--- config.mk ---
export PLATFORM = sky130hd
export DESIGN_NAME = uart_tx_arbiter
export DESIGN_NICKNAME = d
export VERILOG_FILES = /design/src/rtl/uart_pkg.sv /design/src/rtl/rr_arbiter.sv /design/src/rtl/uart_tx_arbiter.sv
export SDC_FILE = /design/constraint.sdc
export NUM_CORES = 1
export LEC_CHECK = 0
export CORE_MARGIN = 5
export CORE_UTILIZATION = 35
export DETAILED_ROUTE_END_ITERATION = 10
export PLACE_DENSITY_LB_ADDON = 0.1
export SLEW_MARGIN = 0
export SYNTH_ARGS = -nofsm -noshare
export SYNTH_HDL_FRONTEND = slang
export SYNTH_SLANG_ARGS = --single-unit
export TNS_END_PERCENT = 1
--- constraint.sdc ---
create_clock -name clk -period 2.05 [get_ports clk]
set_clock_uncertainty 0.05 [all_clocks]
set_input_delay 0.41 -clock clk [delete_from_list [all_inputs] [get_ports clk]]
set_output_delay 0.41 -clock clk [all_outputs]
set_load 0.01 [all_outputs]
--- src/rtl/uart_pkg.sv ---
// uart_pkg: shared arbiter state encoding and default UART frame width.
package uart_pkg;
   localparam int UART_BITS = 8;
   typedef enum logic [1:0] {IDLE, LOCKED, WAIT_BUSY, WAIT_DONE} arb_state_t;
endpackage

--- src/rtl/rr_arbiter.sv ---
// rr_arbiter: combinational round-robin pick, scanning from ptr upward with wrap.
module rr_arbiter #(
   parameter int N = 4,
   localparam int GW = $clog2(N)
) (
   input  logic [N-1:0]  valid,
   input  logic [GW-1:0] ptr,
   output logic [N-1:0]  grant_oh,
   output logic [GW-1:0] grant_idx,
   output logic          any_valid
);
   always_comb begin
      grant_oh  = '0;
      grant_idx = '0;
      any_valid = |valid;
      // Descending scan so the candidate nearest ptr is written last and wins.
      for (int k = N - 1; k >= 0; k--)
         if (valid[(int'(ptr) + k) % N]) grant_idx = GW'((int'(ptr) + k) % N);
      grant_oh[grant_idx] = any_valid;
   end
endmodule

--- src/rtl/uart_tx_arbiter.sv ---
// uart_tx_arbiter: round-robin arbitration of N byte requesters onto one UART
// transmitter, holding the grant across multi-byte packets.
module uart_tx_arbiter import uart_pkg::*; #(
   parameter int BITS = UART_BITS,
   parameter int N = 4,
   localparam int GW = $clog2(N)
) (
   input  logic              clk,
   input  logic              rst,
   input  logic [N-1:0]      req_valid,
   input  logic [N*BITS-1:0] req_data,
   input  logic [N-1:0]      req_last,
   output logic [N-1:0]      req_ready,
   output logic              tx_start,
   output logic [BITS-1:0]   tx_data,
   input  logic              tx_busy,
   output logic [GW-1:0]     grant_id,
   output logic              locked
);
   arb_state_t state_q, state_d;
   logic [GW-1:0] ptr_q, ptr_d, grant_q, grant_d, arb_idx, win;
   logic [N-1:0] ready_q, ready_d, arb_oh;
   logic [BITS-1:0] data_q, data_d;
   logic locked_q, locked_d, start_q, start_d, any_valid, issue;

   rr_arbiter #(.N(N)) u_rr (
      .valid(req_valid),
      .ptr(ptr_q),
      .grant_oh(arb_oh),
      .grant_idx(arb_idx),
      .any_valid(any_valid)
   );

   always_comb begin
      win      = state_q == LOCKED ? grant_q : arb_idx;
      issue    = state_q == IDLE ? any_valid : state_q == LOCKED && req_valid[grant_q];
      start_d  = issue;
      ready_d  = issue ? (state_q == LOCKED ? N'(1) << grant_q : arb_oh) : '0;
      state_d  = state_q;
      ptr_d    = ptr_q;
      grant_d  = grant_q;
      locked_d = locked_q;
      data_d   = data_q;
      if (issue) begin
         state_d  = WAIT_BUSY;
         grant_d  = win;
         data_d   = req_data[win*BITS +: BITS];
         locked_d = !req_last[win];
         if (req_last[win]) ptr_d = int'(win) == N - 1 ? '0 : GW'(win + 1'b1);
      end else if (state_q == WAIT_BUSY && tx_busy) begin
         state_d = WAIT_DONE;
      end else if (state_q == WAIT_DONE && !tx_busy) begin
         state_d = locked_q ? LOCKED : IDLE;
      end
   end

   always_ff @(posedge clk) begin
      if (rst) begin
         state_q  <= IDLE;
         ptr_q    <= '0;
         grant_q  <= '0;
         locked_q <= 1'b0;
         start_q  <= 1'b0;
         ready_q  <= '0;
         data_q   <= '0;
      end else begin
         state_q  <= state_d;
         ptr_q    <= ptr_d;
         grant_q  <= grant_d;
         locked_q <= locked_d;
         start_q  <= start_d;
         ready_q  <= ready_d;
         data_q   <= data_d;
      end
   end

   assign req_ready = ready_q;
   assign tx_start  = start_q;
   assign tx_data   = data_q;
   assign grant_id  = grant_q;
   assign locked    = locked_q;
endmodule

## Word level (Yosys, flattened, before mapping)

Index checks and enable logic that the tools add are counted.

- Register bits: 20
- Word-level logic and storage cells: 76

- Add/subtract/negate cells: 4
- Order comparisons: 8
- Equal/unequal tests: 4
- Shifts and indexed selects: 2
- Mux-type cells: 29
- Bitwise operators: 5
- Reduce and logical (&&, ||, !) cells: 16

Operators by type and width:

| operator | count |
|---|---|
| indexed part select 32 x 6 -> 8 bit | 1 |
| two-way mux 2 bit | 9 |
| binary-select mux 1 bit (select 2 bit) | 6 |
| < comparator 2 x 3 -> 1 bit, second input constant | 4 |
| < comparator 3 x 4 -> 1 bit, second input constant | 3 |
| two-way mux 1 bit | 12 |
| OR reduction 2 bit | 5 |
| adder 2 x 1 -> 2 bit, second input constant | 2 |
| adder 2 bit, second input constant | 2 |
| AND 4 bit | 1 |
| equality test 2 x 1 -> 1 bit, second input constant | 2 |
| equality test 2 bit, second input constant | 2 |
| logical AND 1 bit | 4 |
| two-way mux 4 bit | 1 |
| OR reduction 4 bit | 1 |
| left shift 1 x 2 -> 4 bit, first input constant | 1 |
| AND 1 bit, first input constant | 3 |
| nonzero test 3 bit | 1 |
| demux 1 bit (select 2 bit) | 1 |
| greater-or-equal comparator 2 x 1 -> 1 bit, second input constant | 1 |
| zero test 1 bit | 2 |
| zero test 2 bit | 1 |
| AND reduction 2 bit | 1 |
| nonzero test 2 bit | 1 |
| inverter 1 bit | 1 |

## Logic depth before layout (Yosys ltp)

Gate-level depths: netlist of the first run.

- Depth in word-level cells: 16
- Depth in mapped cells: 9

## Hierarchy

Synthesis of the first run repeated with hierarchy kept, for this count alone.

- Cell total of the unflattened synthesis: 136
- Area total of the unflattened synthesis: 1307.5 µm²

By module, submodules not included:

| module | instances | cells each | area each (µm²) |
|---|---|---|---|
| uart_tx_arbiter | 1 | 103 | 1096.1 |
| rr_arbiter | 1 | 33 | 211.5 |

## Worst setup path before layout of the first run

OpenSTA, ideal clock, no wires.

- Path type: register to register
- From: reg grant_q[1], in the netlist grant_id[1]
- To: reg ptr_q[1]
- Setup time: 0.121 ns
- Data arrival time: 1.660 ns
- Data required time: 1.879 ns
- Slack: 0.218 ns
- Stages on the path, launching flop included: 7
- Path buffers: 0
- Period minus slack after synthesis: 1.832 ns
- Cell sequence: dfxtp_1 > mux4_2 > mux2i_1 > nor2_2 > nand2_1 > o22ai_2 > mux2_4

- Longest elaborated chain between the ends: 5
- Elaborated cells on any way between the ends: 11
- Classes of those cells: add/sub (1); eq/ne (1); mux (7); reduce/logical (2)

Ends and longest elaborated chain:

| item | RTL line | text |
|---|---|---|
| from (decl) | uart_tx_arbiter.sv:21 | `logic [GW-1:0] ptr_q, ptr_d, grant_q, grant_d, arb_idx, win;` |
| from (signal assigned) | uart_tx_arbiter.sv:69 | `grant_q <= grant_d;` |
| binary-select mux 1 bit (select 2 bit) | uart_tx_arbiter.sv:36 | `issue = state_q == IDLE ? any_valid : state_q == LOCKED && req_valid[grant_q];` |
| two-way mux 1 bit (implied by the code) | uart_tx_arbiter.sv:36 |  |
| logical AND 1 bit | uart_tx_arbiter.sv:36 |  |
| two-way mux 1 bit | uart_tx_arbiter.sv:36 |  |
| AND reduction 2 bit (no source line) | n/a |  |
| to (signal assigned) | uart_tx_arbiter.sv:68 | `ptr_q <= ptr_d;` |
| to (decl) | uart_tx_arbiter.sv:21 |  |

Parallel ways exist; a longest one is shown, timed or not. The select of a mux whose other input is x is not followed.
A chain may end at the register's enable or synchronous reset.

## Final worst setup path of the first run

- From: reg ptr_q[1]
- To: reg data_q[1], in the netlist tx_data[1]

- Longest elaborated chain between the ends: 10
- Elaborated cells on any way between the ends: 20
- Classes of those cells: add/sub (3); shift (1); mux (16)

Ends and longest elaborated chain:

| item | RTL line | text |
|---|---|---|
| adder 2 bit | rr_arbiter.sv:18 | `if (valid[(int'(ptr) + k) % N]) grant_idx = GW'((int'(ptr) + k) % N);` |
| binary-select mux 1 bit (select 2 bit) | rr_arbiter.sv:18 |  |
| two-way mux 1 bit (implied by the code) (2 in series) | rr_arbiter.sv:18 |  |
| two-way mux 2 bit (3 in series) | rr_arbiter.sv:18 |  |
| two-way mux 2 bit (*) | rr_arbiter.sv:18 |  |
| two-way mux 2 bit (*) | uart_tx_arbiter.sv:35 | `win = state_q == LOCKED ? grant_q : arb_idx;` |
| indexed part select 32 x 6 -> 8 bit (*) | uart_tx_arbiter.sv:47 | `data_d = req_data[win*BITS +: BITS];` |
| to (signal assigned) | uart_tx_arbiter.sv:73 | `data_q <= data_d;` |
| to (decl) | uart_tx_arbiter.sv:23 | `logic [BITS-1:0] data_q, data_d;` |

Every way passes the cells marked *; elsewhere a longest branch is shown, timed or not. The select of a mux whose other input is x is not followed.

==> summary.md, run 1 <==
| Metric | Value |
|---|---|
| Clk sinks | `20` |
| Post-DP HPWL | `2900 um` |
| I/O pins | `59` |
| Max Fanout on Critical Path | `5` |
| Post-synthesis cell count | `133` |
| Worst-path clk slew | `0.12 ns` |
| Power Total | `1.48 mW` |
| Area delta synth->final | `65.4%` |
| Crit path DAT | `2.15 ns` |
| First DRT Iteration DRCs | `38` |
| Status | `complete, no violations` |
| Starting Density | `36.2%` |
| Max stage delay on crit path | `0.39 ns` |
| Setup bufs post-CTS | `0` |
| CP endpoint kind | `register` |
| Fin nets | `249` |
| CTS tree | `done` |
| IO buf count | `58` |
| Worst-Margin Slew | `0.331 ns` |
| Clk root buf | `clkbuf_4` |
| Post-synthesis instance area | `1220 um^2` |
| Vias | `1258` |
| Vias/cell | `5.01` |
| Initial antenna violation count | `0` |
| # fillers | `317` |
| Final setup fails | `0` |
| Vias in the first global route | `1378` |
| Hold_sp | `tx_data[6]$_SDFFE_PP0P_` |
| WL/cell | `14.2 um` |
| Leak Pwr | `0.822 nW` |
| #FFs+latches synth | `20` |
| Crit path max-delay cell type | `dfxtp_2` |
| Final hold vios | `0` |
| Final worst setup slack | `0.0916 ns` |
| VDD IR max | `0.000269 V` |
| Sequential area share after synthesis | `32.9%` |
| Crit-path leading delay family | `compound AO/OA/AOI/OAI gates` |
| Drt pass-1 iters | `4` |
| Buf+Inv Stages, Crit Path | `3` |
| Routability cong. | `0.773` |
| Share of cells above drive strength 1 | `20.5%` |
| Core area | `3360 um^2` |
| CTS buffer count | `3` |
| First-pass GRT wire length | `6180 um` |
| Slew Limit Headroom | `77.9%` |
| Largest net degree at the start of global routing | `20` |
| WS Path Type | `reg2reg` |
| GRT overflow | `0` |
| Drt drc | `0` |
| Cells along the critical path | `mux2i_1 > nor2_1 > buf_4 > o41ai_2 > buf_4 > buf_4 > nand2_1 > a22o_1 > o22ai_1` |
| F_max | `511 MHz` |
| Layout Cells excl Fill | `251` |
| Detailed-route wire length | `3550 um` |
| Max-cap violation count | `0` |
| Startpoint Class | `register` |
| Time the worst path needs with I/O delays and setup | `1.96 ns` |
| CTS max path bufs | `2` |
| Die width | `69.0 um` |
| Final worst-path cycle share | `95.5%` |
| Synth warn | `0` |
| Worst hold slack | `0.442 ns` |
| RSZ-0062 raised after global routing | `no` |
| Worst setup path start | `ptr_q[1]$_SDFFE_PP0P_` |
| # H-tree levels | `1` |
| Count of pins over their slew limit | `0` |
| Reg2reg start | `ptr_q[1]$_SDFFE_PP0P_` |
| Cell row count | `21` |
| Critical Path RT | `2.24 ns` |
| Die ar. | `4760 um^2` |
| Skew-Pair Late Insertion Delay | `0.30 ns` |
| Antenna-violating nets left | `0` |
| Most used cell, CP | `buf_4` |
| Global router's overall resource usage | `15.6%` |
| Pre-CTS setup slack | `-0.438 ns` |
| DP Cell Count | `247` |
| Die height | `69.0 um` |
| Distinct cells, synth | `35` |
| Worst Hold Class | `reg2reg` |
| P per Cell Area | `736 nW/um^2` |
| Avg Cell Area, Syn | `9.16 um^2` |
| Diode count | `0` |
| Syn Nets | `176` |
## path summary, 6_finish.rpt
| check | to | slack, ns | depth (start not counted) |
|---|---|---|---|
| max | tx_data[1]$_SDFFE_PP0P_ | 0.09 | 9 |
| min reg2reg | tx_data[6]$_SDFFE_PP0P_ | 0.44 | 2 |
| max reg2reg | tx_data[1]$_SDFFE_PP0P_ | 0.09 | 9 |
| min | tx_data[6]$_SDFFE_PP0P_ | 0.44 | 2 |
## cell usage after synthesis
cell / n / area, um^2
nor2_2: 1 / 6.26
mux2_4: 1 / 15.0
a21oi_2: 9 / 78.8
dfxtp_1: 20 / 400
clkbuf_1: 3 / 11.3
o22ai_2: 1 / 12.5
mux2i_1: 13 / 130
nand2_1: 13 / 48.8
nor3_1: 4 / 20.0
nand2b_1: 13 / 81.3
a22o_1: 8 / 70.1
a21oi_1: 2 / 10.0
o31a_1: 1 / 8.76
nor2_1: 9 / 33.8
o41a_1: 1 / 11.3
and2b_1: 1 / 7.51
o21ai_0: 2 / 10.0
inv_1: 2 / 7.51
or4_1: 1 / 7.51
a311oi_2: 1 / 15.0
buf_4: 1 / 7.51
and3_1: 2 / 12.5
o22ai_1: 8 / 50.1
nand2_4: 1 / 11.3
a22oi_1: 1 / 7.51
o31ai_4: 1 / 21.3
xnor2_1: 1 / 8.76
buf_8: 1 / 15.0
o41ai_2: 1 / 16.3
o32ai_1: 1 / 8.76
buf_2: 4 / 20.0
nor2b_1: 2 / 12.5
buf_6: 1 / 11.3
mux4_2: 1 / 22.5
or2b_1: 1 / 7.51
## area by class of cell
cell class | count | area [um^2] | area share [%]
repair buffers | 78 | 751 | 37.2
multi-input cells | 101 | 746 | 37.0
flip-flops and latches | 20 | 402 | 19.9
well taps | 46 | 57.6 | 2.86
clock inverters | 1 | 30.0 | 1.49
clock buffers | 3 | 22.5 | 1.12
inverters | 2 | 7.51 | 0.372
## sequential cells by signal, summed over array words and instances, names as in the netlist
signal,cells
grant_id,2
ptr_q,2
state_q,2
locked,1
req_ready,4
tx_data,8
tx_start,1
## logic make-up (layout without fill, tap and decap cells)
kind of cell	Yosys count	count (layout)	share of synthesized area, %
compound gates	37	37	26.3
xor+xnor	1	1	0.719
buf+inv	12	84	5.95
flops	20	20	32.9
mux	15	15	13.8
simple gates	48	48	20.4
## stage by stage
step	area, um^2	util [%]	TNS, ns
detailed placement	1970	58.5	-6.44
floorplan	1220	-	0
CTS	2010	59.9	0
global placement	1970	58.5	-5.57
global route	2020	59.9	0
finish	2020	59.9	0
## power by group
part	total (mW)	switching [mW]	internal [mW]
logic	0.680	0.288	0.392
clock network	0.326	0.128	0.197
registers	0.478	0.0345	0.443
total	1.48	0.451	1.03
## metal layers
metal / GRT usage (%) / vias up / wire length [um]
met4: 6.94 / 0 / 63
met3: 5.09 / 6 / 273
met5: 0 / - / 0
li1: - / 627 / -
met1: 16.8 / 579 / 1420
met2: 27.6 / 46 / 1800
## worst register-to-register path, delay by kind of cell (launching register included)
| family | cells | cell delay [ns] |
|---|---|---|
| AOI/OAI and AO/OA | 3 | 0.68 |
| buffers and inverters | 3 | 0.47 |
| DFF | 1 | 0.39 |
| muxes | 1 | 0.19 |
| and+or+nand+nor | 2 | 0.14 |
## what timing repair did
item,CTS,global route
endpoints found under the setup margin,11,10
gates resized for setup,4,1
hold buffers,0,0
## layout by cell type (no fill, tap or decap), types with 3 or more instances in the layout
cell	n
mux2i_1	13
clkdlybuf4s50_1	54
a22o_1	8
a21oi_2	9
clkbuf_4	3
buf_4	18
nand2_1	13
nand2b_1	13
nor2_1	9
dlygate4sd2_1	4
dfxtp_1	19
o22ai_1	8
nor3_1	4
(Power assumes the default switching activity.)
==> run 2: changes to the inputs <==
--- a/config.mk
+++ b/config.mk
@@ -5,6 +5,7 @@
 export SDC_FILE = /design/constraint.sdc
 export NUM_CORES = 1
 export LEC_CHECK = 0
+export ABC_AREA = 1
 export CORE_MARGIN = 5
 export CORE_UTILIZATION = 35
 export DETAILED_ROUTE_END_ITERATION = 10
==> summary.md, run 2 <==
| Metric | Value |
|---|---|
| Status | `complete, no violations` |
| Core area | `3910 um^2` |
| # H-tree levels | `1` |
| Asr flop ratio synth | `0%` |
| Sequential area share after synthesis | `28.8%` |
| Post-DP HPWL | `2980 um` |
| Slew Limit Headroom | `74.8%` |
| Die height | `73.0 um` |
| RSZ-0062 raised after global routing | `no` |
| Post-synthesis cell count | `201` |
| Distinct cells, synth | `27` |
| Synth warn | `0` |
| WL/cell | `11.6 um` |
| Drt drc | `0` |
| Startpoint Class | `register` |
| Fraction of the mapped netlist area in adder cells | `0%` |
| Area share of xor/xnor cells in the synthesized design | `0%` |
| Post-synth EDFFs | `0` |
| CTS buffer count | `3` |
| Fin nets | `316` |
| WS Path Type | `reg2reg` |
| #FFs+latches synth | `20` |
| Routability cong. | `0.802` |
| Max reg flops | `8` |
| Detailed-route wire length | `3710 um` |
| Skew-Pair Late Insertion Delay | `0.25 ns` |
| First-pass GRT wire length | `6220 um` |
| Die ar. | `5330 um^2` |
| Placed Area | `2120 um^2` |
| Leak Pwr | `0.953 nW` |
| GRT overflow | `0` |
| Final worst-path cycle share | `91.6%` |
| Vias/cell | `4.71` |
| Crit path DAT | `2.03 ns` |
| CTS max path bufs | `2` |
| Top cells by area, synth | `dfxtp_1 29%, nand2_1 13%, nand3_1 6.8%` |
| Diode count | `0` |
| Largest net degree at the start of global routing | `20` |
| Final setup fails | `0` |
| F_max | `532 MHz` |
| Largest area contributor in the netlist | `dfxtp_1` |
| Initial antenna violation count | `0` |
| Final hold vios | `0` |
| Final worst setup slack | `0.172 ns` |
| Layout Cells excl Fill | `321` |
| Post-synthesis simple-gate area fraction | `47.4%` |
| I/O pins | `59` |
| Time the worst path needs with I/O delays and setup | `1.88 ns` |
| Drt pass-1 iters | `4` |
| Most common cell after layout, fill and taps aside | `clkdlybuf4s50_1` |
| Antenna-violating nets left | `0` |
| Cell row count | `23` |
| First DRT Iteration DRCs | `58` |
| IO buf count | `58` |
| Clk root buf | `clkbuf_8` |
| # hold bufs at CTS | `0` |
| Clk sinks | `20` |
| Vias in the first global route | `1464` |
| Worst-Margin Slew | `0.377 ns` |
| DP Cell Count | `317` |
| Count of pins over their slew limit | `0` |
| P per Cell Area | `1350 nW/um^2` |
| Worst Hold Class | `reg2reg` |
| Post-synthesis instance area | `1390 um^2` |
| Vias | `1511` |
| Commonest non-fill, non-tap cells in the layout | `54 x clkdlybuf4s50_1, 47 x nand2_1, 19 x nand3_1, 18 x dfxtp_1, 14 x inv_1` |
| CTS tree | `done` |
| Most used DFF post-synth | `dfxtp_1` |
| Top-count cell post-synth | `nand2_1` |
| Starting Density | `35.5%` |
| Compound-Gate Fraction of Synth Area | `13.6%` |
| Max-cap violation count | `0` |
| Pre-CTS setup slack | `-0.378 ns` |
| VDD IR max | `0.000561 V` |
| Max Fanout on Critical Path | `9` |
| CP endpoint kind | `register` |
| Critical Path RT | `2.20 ns` |
| Mux contribution to synthesized area | `0%` |
| Worst-path clk slew | `0.07 ns` |
| List of most frequent post-synthesis cells | `49 x nand2_1, 20 x dfxtp_1, 19 x nand3_1` |
| Share of cells above drive strength 1 | `21.4%` |
| Design area | `2170 um^2` |
| Area delta synth->final | `56.4%` |
| Die width | `73.0 um` |
| Syn Nets | `244` |
| Global router's overall resource usage | `14.7%` |
| Avg Cell Area, Syn | `6.92 um^2` |
| Largest family of logic cells by synthesized area | `simple AND/OR/NAND/NOR gates` |
| Setup TNS | `0 ns` |
| Power Total | `2.95 mW` |
| Top-area cell type share of the netlist area | `28.8%` |
run 2: changes by cell type after synthesis, sizes merged, moves of 3 or more:
cell,change
nand2,+50
nand3,+25
inv,+21
mux2i,-13
nand2b,-13
nand3b,+11
o211ai,+9
a22o,-8
o22ai,-8
or2,+8
a21oi,+3
run 2: path summary, 6_finish.rpt:
kind                                start                 endpoint  slack (ns)  cells past startpoint
hold / removal    state_q[1]$_SDFFE_PP0P_  state_q[0]$_SDFFE_PP0P_        0.43                      2
setup reg to reg    ptr_q[0]$_SDFFE_PP0P_  tx_data[1]$_SDFFE_PP0P_        0.17                     13
hold reg to reg   state_q[1]$_SDFFE_PP0P_  state_q[0]$_SDFFE_PP0P_        0.43                      2
setup / recovery    ptr_q[0]$_SDFFE_PP0P_  tx_data[1]$_SDFFE_PP0P_        0.17                     13
run 2: worst max-delay path, stage by stage, from the launching register on:
cell,delay (ns)
dfxtp_2,0.33
buf_12,0.14
inv_8,0.08
nand2_2,0.04
nand2_1,0.09
nand2_1,0.07
nor2_2,0.07
o21bai_1,0.07
nand2_1,0.07
nand2_2,0.08
a21oi_4,0.30
nand2_4,0.16
a21oi_1,0.15
nand3b_1,0.11
run 2: cell families after synthesis:
group | count (synthesis)
DFF | 20
buffers and inverters | 29
and+or+nand+nor | 122
AOI/OAI and AO/OA | 30
run 2: metrics by stage:
stage	utilization, %	hold slack [ns]
floorplan	-	0.403
global placement	54.1	0.420
detailed placement	54.1	0.421
CTS	55.2	0.428
global route	55.6	0.446
finish	55.6	0.428
run 2: routing by layer:
| layer | part of all wire (%) | vias to the layer above | global-route usage, % | routed length [um] |
|---|---|---|---|---|
| met2 | 47 | 38 | 25.2 | 1750 |
| li1 | - | 805 | - | - |
| met4 | 1.3 | 0 | 4.30 | 47 |
| met5 | 0 | - | 0 | 0 |
| met1 | 44 | 664 | 17.5 | 1630 |
| met3 | 7.8 | 4 | 4.27 | 289 |
run 2: power breakdown:
group / total (mW) / switching (mW) / internal (mW) / leakage (nW)
clock network: 0.250 / 0.119 / 0.131 / 0.0216
logic: 2.08 / 1.11 / 0.968 / 0.766
registers: 0.615 / 0.0846 / 0.531 / 0.166
total: 2.95 / 1.32 / 1.63 / 0.953
run 2: timing repair:
action | in CTS | in global routing
pin swaps | 0 | 4
resized for setup | 5 | 7
setup endpoints to repair | 11 | 12
setup buffers | 1 | 0
run 2: area by class of cell:
type,count,area [um^2]
multi-input cells,152,856
inverters,23,93.8
repair buffers,73,718
fillers,407,1740
clock buffers,3,41.3
well taps,50,62.6
flip-flops and latches,20,403
==> run 3: changes to the inputs <==
==> constraint.sdc (replaced) <==
create_clock -name clk -period 1.8 [get_ports clk]
set_clock_uncertainty 0.05 [all_clocks]
set_input_delay 0.36 -clock clk [delete_from_list [all_inputs] [get_ports clk]]
set_output_delay 0.36 -clock clk [all_outputs]
set_load 0.01 [all_outputs]
==> summary.md, run 3 (same netlist as run 2, synthesis figures left out) <==
| Metric | Value |
|---|---|
| Status | `finished, violations left` |
| Failing checks | `setup timing` |
| Drt drc | `0` |
| Worst-path clk slew | `0.08 ns` |
| Initial antenna violation count | `0` |
| Hold path depth | `2` |
| Final hold vios | `0` |
| FF-to-FF End | `tx_data[3]$_SDFFE_PP0P_` |
| RSZ-0062 raised after global routing | `yes` |
| CP endpoint kind | `register` |
| Die width | `73.0 um` |
| CTS buffer count | `3` |
| Layout Cells excl Fill | `329` |
| GRT overflow | `0` |
| Area delta synth->final | `62.6%` |
| Detailed-route wire length | `3720 um` |
| # H-tree levels | `1` |
| Final worst setup slack | `-0.0513 ns` |
| Startpoint Class | `register` |
| I/O pins | `59` |
| IO buf count | `58` |
| Routability cong. | `0.765` |
| Hold_sp | `state_q[0]$_SDFFE_PP0P_` |
| CTS max path bufs | `2` |
| WL/cell | `11.3 um` |
| Setup TNS | `-0.324 ns` |
| Diode count | `0` |
| Clk root buf | `clkbuf_8` |
| # hold bufs at CTS | `0` |
| Global router's overall resource usage | `15.1%` |
| Largest net degree at the start of global routing | `13` |
| Cell row count | `23` |
| VDD IR max | `0.000914 V` |
| Skew-Pair Late Insertion Delay | `0.26 ns` |
| DP Cell Count | `323` |
| Starting Density | `35.5%` |
| Fin nets | `323` |
| CTS tree | `done` |
| Worst-Margin Slew | `0.375 ns` |
| FF-to-FF path depth | `14` |
| WS Path Type | `reg2reg` |
| Max reg flops | `8` |
| Final setup fails | `11` |
| Share of cells above drive strength 1 | `24.0%` |
| Final worst-path cycle share | `103%` |
| First DRT Iteration DRCs | `45` |
| Vias in the first global route | `1524` |
| Worst Hold Class | `reg2reg` |
| # fillers | `384` |
| Die ar. | `5330 um^2` |
| Crit path DAT | `1.94 ns` |
| Time the worst path needs with I/O delays and setup | `1.85 ns` |
| P per Cell Area | `1600 nW/um^2` |
| Max-cap violation count | `0` |
| Die height | `73.0 um` |
| Most common cell after layout, fill and taps aside | `clkdlybuf4s50_1` |
| First-pass GRT wire length | `6350 um` |
| FF-to-FF setup slack | `-0.05 ns` |
| Post-DP HPWL | `3100 um` |
| Register area | `402 um^2` |
| Area of the multi-input gates | `863 um^2` |
| Power Total | `3.61 mW` |
| Reg2reg start | `ptr_q[0]$_SDFFE_PP0P_` |
| Antenna-violating nets left | `0` |
| Max Fanout on Critical Path | `9` |
| Critical Path RT | `1.89 ns` |
| Clk sinks | `20` |
| Commonest non-fill, non-tap cells in the layout | `54 x clkdlybuf4s50_1, 47 x nand2_1, 19 x dfxtp_1, 19 x buf_4, 18 x nand3_1` |
| Hold worst-path end | `state_q[0]$_SDFFE_PP0P_` |
| Vias/cell | `4.59` |
| Count of pins over their slew limit | `0` |
| Vias | `1510` |
| Drt pass-1 iters | `4` |
| Slew Limit Headroom | `75.0%` |
| Leak Pwr | `0.994 nW` |
| F_max | `540 MHz` |
| Core area | `3910 um^2` |
run 3: changes by cell type in the layout (fill, tap and decap cells not counted), sizes merged:
cell,delta
clkdlybuf4s15,-1
clkbuf,+1
buf,+7
dlymetal6s2s,-1
dlygate4sd2,+2
run 3: how the worst max path moves through the flow:
| stage | start | end | slack [ns] | depth (start not counted) |
|---|---|---|---|---|
| finish | ptr_q[0]$_SDFFE_PP0P_ | tx_data[3]$_SDFFE_PP0P_ | -0.05 | 14 |
| global route | ptr_q[0]$_SDFFE_PP0P_ | ptr_q[1]$_SDFFE_PP0P_ | -0.24 | 15 |
| CTS | ptr_q[0]$_SDFFE_PP0P_ | ptr_q[1]$_SDFFE_PP0P_ | -0.09 | 15 |
| detailed placement | req_valid[3] | tx_data[5]$_SDFFE_PP0P_ | -0.56 | 14 |
| global placement | req_valid[3] | locked$_SDFFE_PP0P_ | -0.54 | 15 |
| floorplan | ptr_q[0]$_SDFFE_PP0P_ | ptr_q[1]$_SDFFE_PP0P_ | 0.12 | 15 |
run 3: metrics by stage:
| stage | cell area, um^2 | hold WS, ns | utilization, % | setup slack, ns |
|---|---|---|---|---|
| after global routing | 2260 | 0.480 | 57.7 | -0.240 |
| after detailed placement | 2170 | 0.424 | 55.5 | -0.556 |
| after global placement | 2170 | 0.420 | 55.5 | -0.542 |
| after floorplan | 1390 | 0.379 | - | 0.125 |
| final | 2260 | 0.445 | 57.7 | -0.0513 |
| after CTS | 2250 | 0.449 | 57.4 | -0.0900 |
run 3: worst max-delay path, cell delays in order (launching register included):
cell,delay (ns)
dfxtp_2,0.34
buf_12,0.13
inv_12,0.04
nand2_2,0.05
nand3_1,0.08
nand2_1,0.08
nand3_2,0.08
nand2_1,0.07
nand2_1,0.05
nand3_2,0.09
nand2_4,0.10
buf_12,0.15
or2_0,0.20
o211ai_1,0.10
nand3b_1,0.10
run 3: layout make-up:
type	count	area share, %
sequential	20	17.8
timing repair buffer	80	34.4
tap	50	2.77
clock buffer	4	2.44
inverter	23	4.37
multi-input combinational	152	38.2
run 3: repair_timing:
item                                   CTS  global route
endpoints found under the hold margin    0             0
pin swaps                                5             3
buffers inserted                         2             0
gates resized for setup                  9             4
setup endpoints to repair               16            15
run 3: report_power, final:
| part | switching, mW | internal [mW] |
|---|---|---|
| Sequential | 0.0914 | 0.602 |
| Combinational | 1.31 | 1.26 |
| Clock | 0.151 | 0.195 |
run 3: routing by layer:
metal | up-vias | wire length [um] | GRT usage [%]
li1 | 817 | - | -
met1 | 648 | 1550 | 17.2
met2 | 40 | 1860 | 26.9
met3 | 5 | 266 | 3.99
met4 | 0 | 51 | 5.53
met5 | - | 0 | 0
